[config.mk]
export PLATFORM = sky130hd
export DESIGN_NAME = mdu_seq
export DESIGN_NICKNAME = d
export VERILOG_FILES = /design/src/rtl/mdu_seq.sv
export SDC_FILE = /design/constraint.sdc
export NUM_CORES = 1
export LEC_CHECK = 0
export ABC_AREA = 1
export ABC_CLOCK_PERIOD_IN_PS = 2500
export CELL_PAD_IN_SITES_DETAIL_PLACEMENT = 1
export CELL_PAD_IN_SITES_GLOBAL_PLACEMENT = 2
export CORE_ASPECT_RATIO = 1.4
export CORE_MARGIN = 2
export CORE_UTILIZATION = 29
export CTS_BUF_LIST = sky130_fd_sc_hd__clkbuf_16
export DETAILED_ROUTE_END_ITERATION = 8
export GPL_TIMING_DRIVEN = 0
export PLACE_DENSITY_LB_ADDON = 0.15
export SLEW_MARGIN = 15
export SYNTH_ARGS = -nofsm -noshare
export SYNTH_HDL_FRONTEND = slang
export SYNTH_SLANG_ARGS = --single-unit
[constraint.sdc]
create_clock -name clk -period 2.5 [get_ports clk]
set_input_delay 0.375 -clock clk [delete_from_list [all_inputs] [get_ports clk]]
set_output_delay 0.375 -clock clk [all_outputs]
set_load 0.01 [all_outputs]
[src/rtl/mdu_seq.sv]
// Iterative multiply/divide sequencer owning HI/LO: 32-step shift-add multiply and restoring divide.
// Optional MDU_EARLY_OUT_EN: multiplies leave RUN as soon as the remaining multiplier is zero.
module mdu_seq #(
  parameter int ITER = 32
) (
  input  logic        clk,
  input  logic        rst,
  input  logic [2:0]  op,
  input  logic        start,
  input  logic [31:0] a,
  input  logic [31:0] b,
  input  logic        rd_req,
  input  logic        rd_sel,
  output logic [31:0] rd_data,
  output logic [31:0] hi,
  output logic [31:0] lo,
  output logic        busy,
  output logic        stall,
  output logic        done
);

  localparam int CW = $clog2(ITER);
  localparam logic [2:0] OP_NOP = 3'd0, OP_MULT = 3'd1, OP_DIV = 3'd3,
                         OP_DIVU = 3'd4, OP_MTHI = 3'd5, OP_MTLO = 3'd6, OP_RSVD = 3'd7;

  typedef enum logic [1:0] {IDLE, PREP, RUN, FIX} state_t;

  state_t        state;
  logic          is_div, is_signed, neg_q, neg_r;
  logic [63:0]   x;    // multiplicand (mult) / divisor in [31:0] (div)
  logic [63:0]   acc;  // product (mult) / partial remainder in [31:0] (div)
  logic [31:0]   y;    // multiplier (mult) / dividend shifting into quotient (div)
  logic [CW-1:0] count;

  logic        accept;
  logic [31:0] abs_a, abs_b;
  logic [32:0] shl, diff;
  logic [63:0] prod_fix;
  logic [31:0] quo_fix, rem_fix;
  logic        last_iter, early_done;

  assign accept  = start & ~busy & (op != OP_NOP) & (op != OP_RSVD);
  assign stall   = busy & (start | rd_req);
  assign rd_data = rd_sel ? hi : lo;

  always_comb begin
    abs_a     = (is_signed & y[31]) ? -y : y;
    abs_b     = (is_signed & x[31]) ? -x[31:0] : x[31:0];
    shl       = {acc[31:0], y[31]};
    diff      = shl - {1'b0, x[31:0]};
    prod_fix  = neg_q ? -acc : acc;
    quo_fix   = neg_q ? -y : y;
    rem_fix   = neg_r ? -acc[31:0] : acc[31:0];
    last_iter = (count == CW'(ITER - 1));
`ifdef MDU_EARLY_OUT_EN
    early_done = ~is_div & (y[31:1] == 31'd0);
`else
    early_done = 1'b0;
`endif
  end

  always_ff @(posedge clk) begin
    if (rst) begin
      state     <= IDLE;
      hi        <= '0;
      lo        <= '0;
      busy      <= 1'b0;
      done      <= 1'b0;
      is_div    <= 1'b0;
      is_signed <= 1'b0;
      neg_q     <= 1'b0;
      neg_r     <= 1'b0;
      x         <= '0;
      acc       <= '0;
      y         <= '0;
      count     <= '0;
    end else begin
      done <= 1'b0;
      case (state)
        IDLE: begin
          if (accept) begin
            case (op)
              OP_MTHI: hi <= a;
              OP_MTLO: lo <= a;
              default: begin
                is_div    <= (op == OP_DIV) || (op == OP_DIVU);
                is_signed <= (op == OP_MULT) || (op == OP_DIV);
                y         <= a;
                x         <= {32'd0, b};
                busy      <= 1'b1;
                state     <= PREP;
              end
            endcase
          end
        end
        PREP: begin
          neg_q <= is_signed & (y[31] ^ x[31]);
          neg_r <= is_signed & y[31];
          acc   <= '0;
          count <= '0;
          if (is_div) begin
            y <= abs_a;
            x <= {32'd0, abs_b};
          end else begin
            x <= {32'd0, abs_a};
            y <= abs_b;
          end
          state <= RUN;
`ifdef MDU_EARLY_OUT_EN
          if (!is_div && abs_b == 32'd0) state <= FIX;
`endif
        end
        RUN: begin
          count <= count + CW'(1);
          if (is_div) begin
            // restoring step: keep the trial difference only when it did not borrow
            acc[31:0] <= diff[32] ? shl[31:0] : diff[31:0];
            y         <= {y[30:0], ~diff[32]};
          end else begin
            if (y[0]) acc <= acc + x;
            x <= x << 1;
            y <= y >> 1;
          end
          if (last_iter || early_done) state <= FIX;
        end
        FIX: begin
          if (is_div) begin
            lo <= quo_fix;
            hi <= rem_fix;
          end else begin
            hi <= prod_fix[63:32];
            lo <= prod_fix[31:0];
          end
          busy  <= 1'b0;
          done  <= 1'b1;
          state <= IDLE;
        end
        default: state <= IDLE;
      endcase
    end
  end

endmodule

==> qor.txt <==
setup repair after global routing missed its margin: true
Rel. slew slack: 19.4%
RD Place Congestion: 1.02
period utilisation layout: 104%
DRC errors left: 0
Yosys cell types: 53
CP Launch Type: register
Logic pwr share: 69.9%
DIE AREA: 90700 um^2
average vias per placed instance: 5.60
Synth Area per Inst: 5.54 um^2
Fillers: 11700
Synth top area share: 19.9%
Worst EP required: 3000 ps
Skew-Pair Late Insertion Delay: 640 ps
maximum VDD drop: 0.619 mV
CTS root buffer: clkbuf_16
# rows: 128
WL/cell: 28.2 um
NetSw: 22.3 mW
multi-input logic area: 20000 um^2
CTS Buf Count: 29
Area after DPL: 28700 um^2
pin count of the biggest net entering global routing: 16
Worst Hold Depth: 3
vias: 34200
final worst path period need: 2590 ps
hold_buf cts: 0
clock-pin slew on the worst setup and hold paths: 60 ps
fin nets: 5086
PortBufs: 168
Remaining Overflow, GRT: 0
Pins Over Slew Limit: 0
synth cell count leaders: 1356 x nand2_1, 557 x inv_1, 450 x nand3_1
first-pass GRT wire length: 240000 um
synth top area cells: nand2_1 20%, dfxtp_1 19%, nand3_1 8.8%, a21oi_1 8.6%, inv_1 8.2%
most common cell in the netlist: nand2_1
Int Pwr: 15.3 mW
Post-synth EDFFs: 0
status: finished, violations left
Synth Flop Type: dfxtp_1
CP Data Arrival Time: 3100 ps
crit end category: register
fin util: 38.0%
Clock Sinks: 237
synthesized net count: 4796
switching share of total power: 59.3%
starting density of the core: 29.3%
P&R area growth vs syn: 29.6%
r2r setup slk: -90 ps
power per cell area: 1130 nW/um^2
Max FO, Critical Path: 10
Tot Pwr: 37.6 mW
vias in the first global route: 34100
Seq pwr share: 17.8%
total area of sequential cells: 4960 um^2
violated checks: setup timing
R2R cell count: 7
clock share of power: 12.2%
# diodes: 0
IO Pins: 171
Overall Global Routing Usage: 36.8%
post-synthesis sequential area ratio: 18.5%
Die Wd: 255 um
core area: 87300 um^2
setup TNS: -587 ps
area leader, netlist: nand2_1
Post-Route WL: 172000 um
Clock Path Buffers: 3
layout cells sized above 1: 18.1%
Syn Inst Count: 4616
Post-synth ARST share: 0%
Die Span Y: 355 um
antenna viol nets, final: 0
Syn. warnings: 0
Final Hold Violating Endpoints: 0
Final Cell Area: 33200 um^2
Least-Margin Pin Slew: 1210 ps
Setup-failing EPs final: 25
Max Cap Viol: 0
Setup WS post-layout: -90.8 ps
Leak Pwr: 14.7 nW
flops & latches, synth: 237
Detailed Place HPWL: 144000 um
mapped cell area: 25600 um^2
H-tree depth: 1
DP Worst Slack: -961 ps
initial antenna violation count: 2
Starting DRT DRC Count: 2485
router iterations before antenna repair: 5
critical path type: register to register
Hold Crit Class: input pin to register
FMAX: 386 MHz
CTS tree: built
Fin Clk Skew: 33.3 ps
==> routing by layer <==
| layer | GRT usage [%] | vias up | wire length [um] |
|---|---|---|---|
| li1 | - | 15700 | - |
| met1 | 40.8 | 16800 | 65200 |
| met2 | 64.5 | 1201 | 83300 |
| met3 | 3.86 | 463 | 8370 |
| met4 | 27.4 | 2 | 15300 |
| met5 | 0 | - | 14 |
==> cell usage in the layout (no fill, tap or decap), types with 87 or more instances in the layout <==
| cell | count |
|---|---|
| nand2_1 | 1229 |
| o21ai_0 | 309 |
| dfxtp_1 | 168 |
| inv_1 | 524 |
| buf_4 | 87 |
| nor2_1 | 375 |
| nand2_2 | 120 |
| nand3_1 | 397 |
| clkdlybuf4s50_1 | 168 |
| clkbuf_1 | 87 |
| a21oi_1 | 376 |
==> final cells by class <==
type | count | share of cell area, %
inverter | 572 | 6.72
sequential | 237 | 15.0
clock buffer | 29 | 2.19
tap | 1170 | 4.42
multi-input combinational | 3607 | 60.4
clock inverter | 25 | 0.800
timing repair buffer | 261 | 7.54
buffer | 198 | 3.01
==> registers in the layout, summed over array words and instances (netlist names), 2 cells and up <==
register	count
x	64
count	5
state	2
lo	32
hi	32
y	32
acc	64
==> kinds of logic (layout without fill, tap and decap cells) <==
| family | after synthesis | in the layout | synth area share, % |
|---|---|---|---|
| adders and majority gates | 108 | 108 | 5.34 |
| buffers and inverters | 773 | 1085 | 11.8 |
| AOI/OAI and AO/OA | 952 | 952 | 20.3 |
| muxes | 31 | 31 | 1.36 |
| xor gates and xnor gates | 78 | 78 | 2.67 |
| DFF | 237 | 237 | 18.5 |
| and+or+nand+nor | 2437 | 2438 | 40.0 |
==> final timing paths <==
| check | start | to |
|---|---|---|
| worst min-delay path | rst | x[47] |
| worst min register to register | count[4] | count[4] |
| worst max-delay path | neg_q | lo[14] |
| worst max register to register | neg_q | lo[14] |
==> critical path: stages (launching register included) <==
cell and delay (ps):
dfxtp_1 440, buf_2 430, inv_2 230, clkbuf_1 420
o21ai_1 530, nand2_1 140, nand2_1 180, a21oi_1 80
==> repair_timing <==
item	4_1_cts	5_1_grt
setup endpoints to repair	240	176
gates cloned	2	2
buffers inserted	39	51
gates resized for setup	379	458
pin swaps	18	86
==> power by group through the flow <==
stage / clock (mW) / combinational [mW] / sequential (mW)
after floorplan: 0 / 13.2 / 5.30
after global placement: 0 / 21.5 / 6.56
after detailed placement: 0 / 21.7 / 6.55
after CTS: 4.62 / 23.4 / 6.57
after global routing: 4.76 / 27.9 / 6.66
final: 4.61 / 26.3 / 6.70
==> through the flow <==
step	hold WS [ps]	cells
floorplan	450	4616
global placement	457	5954
detailed placement	474	5954
CTS	409	6047
global route	479	6099
finish	412	6099
(Power assumes the default switching activity.)
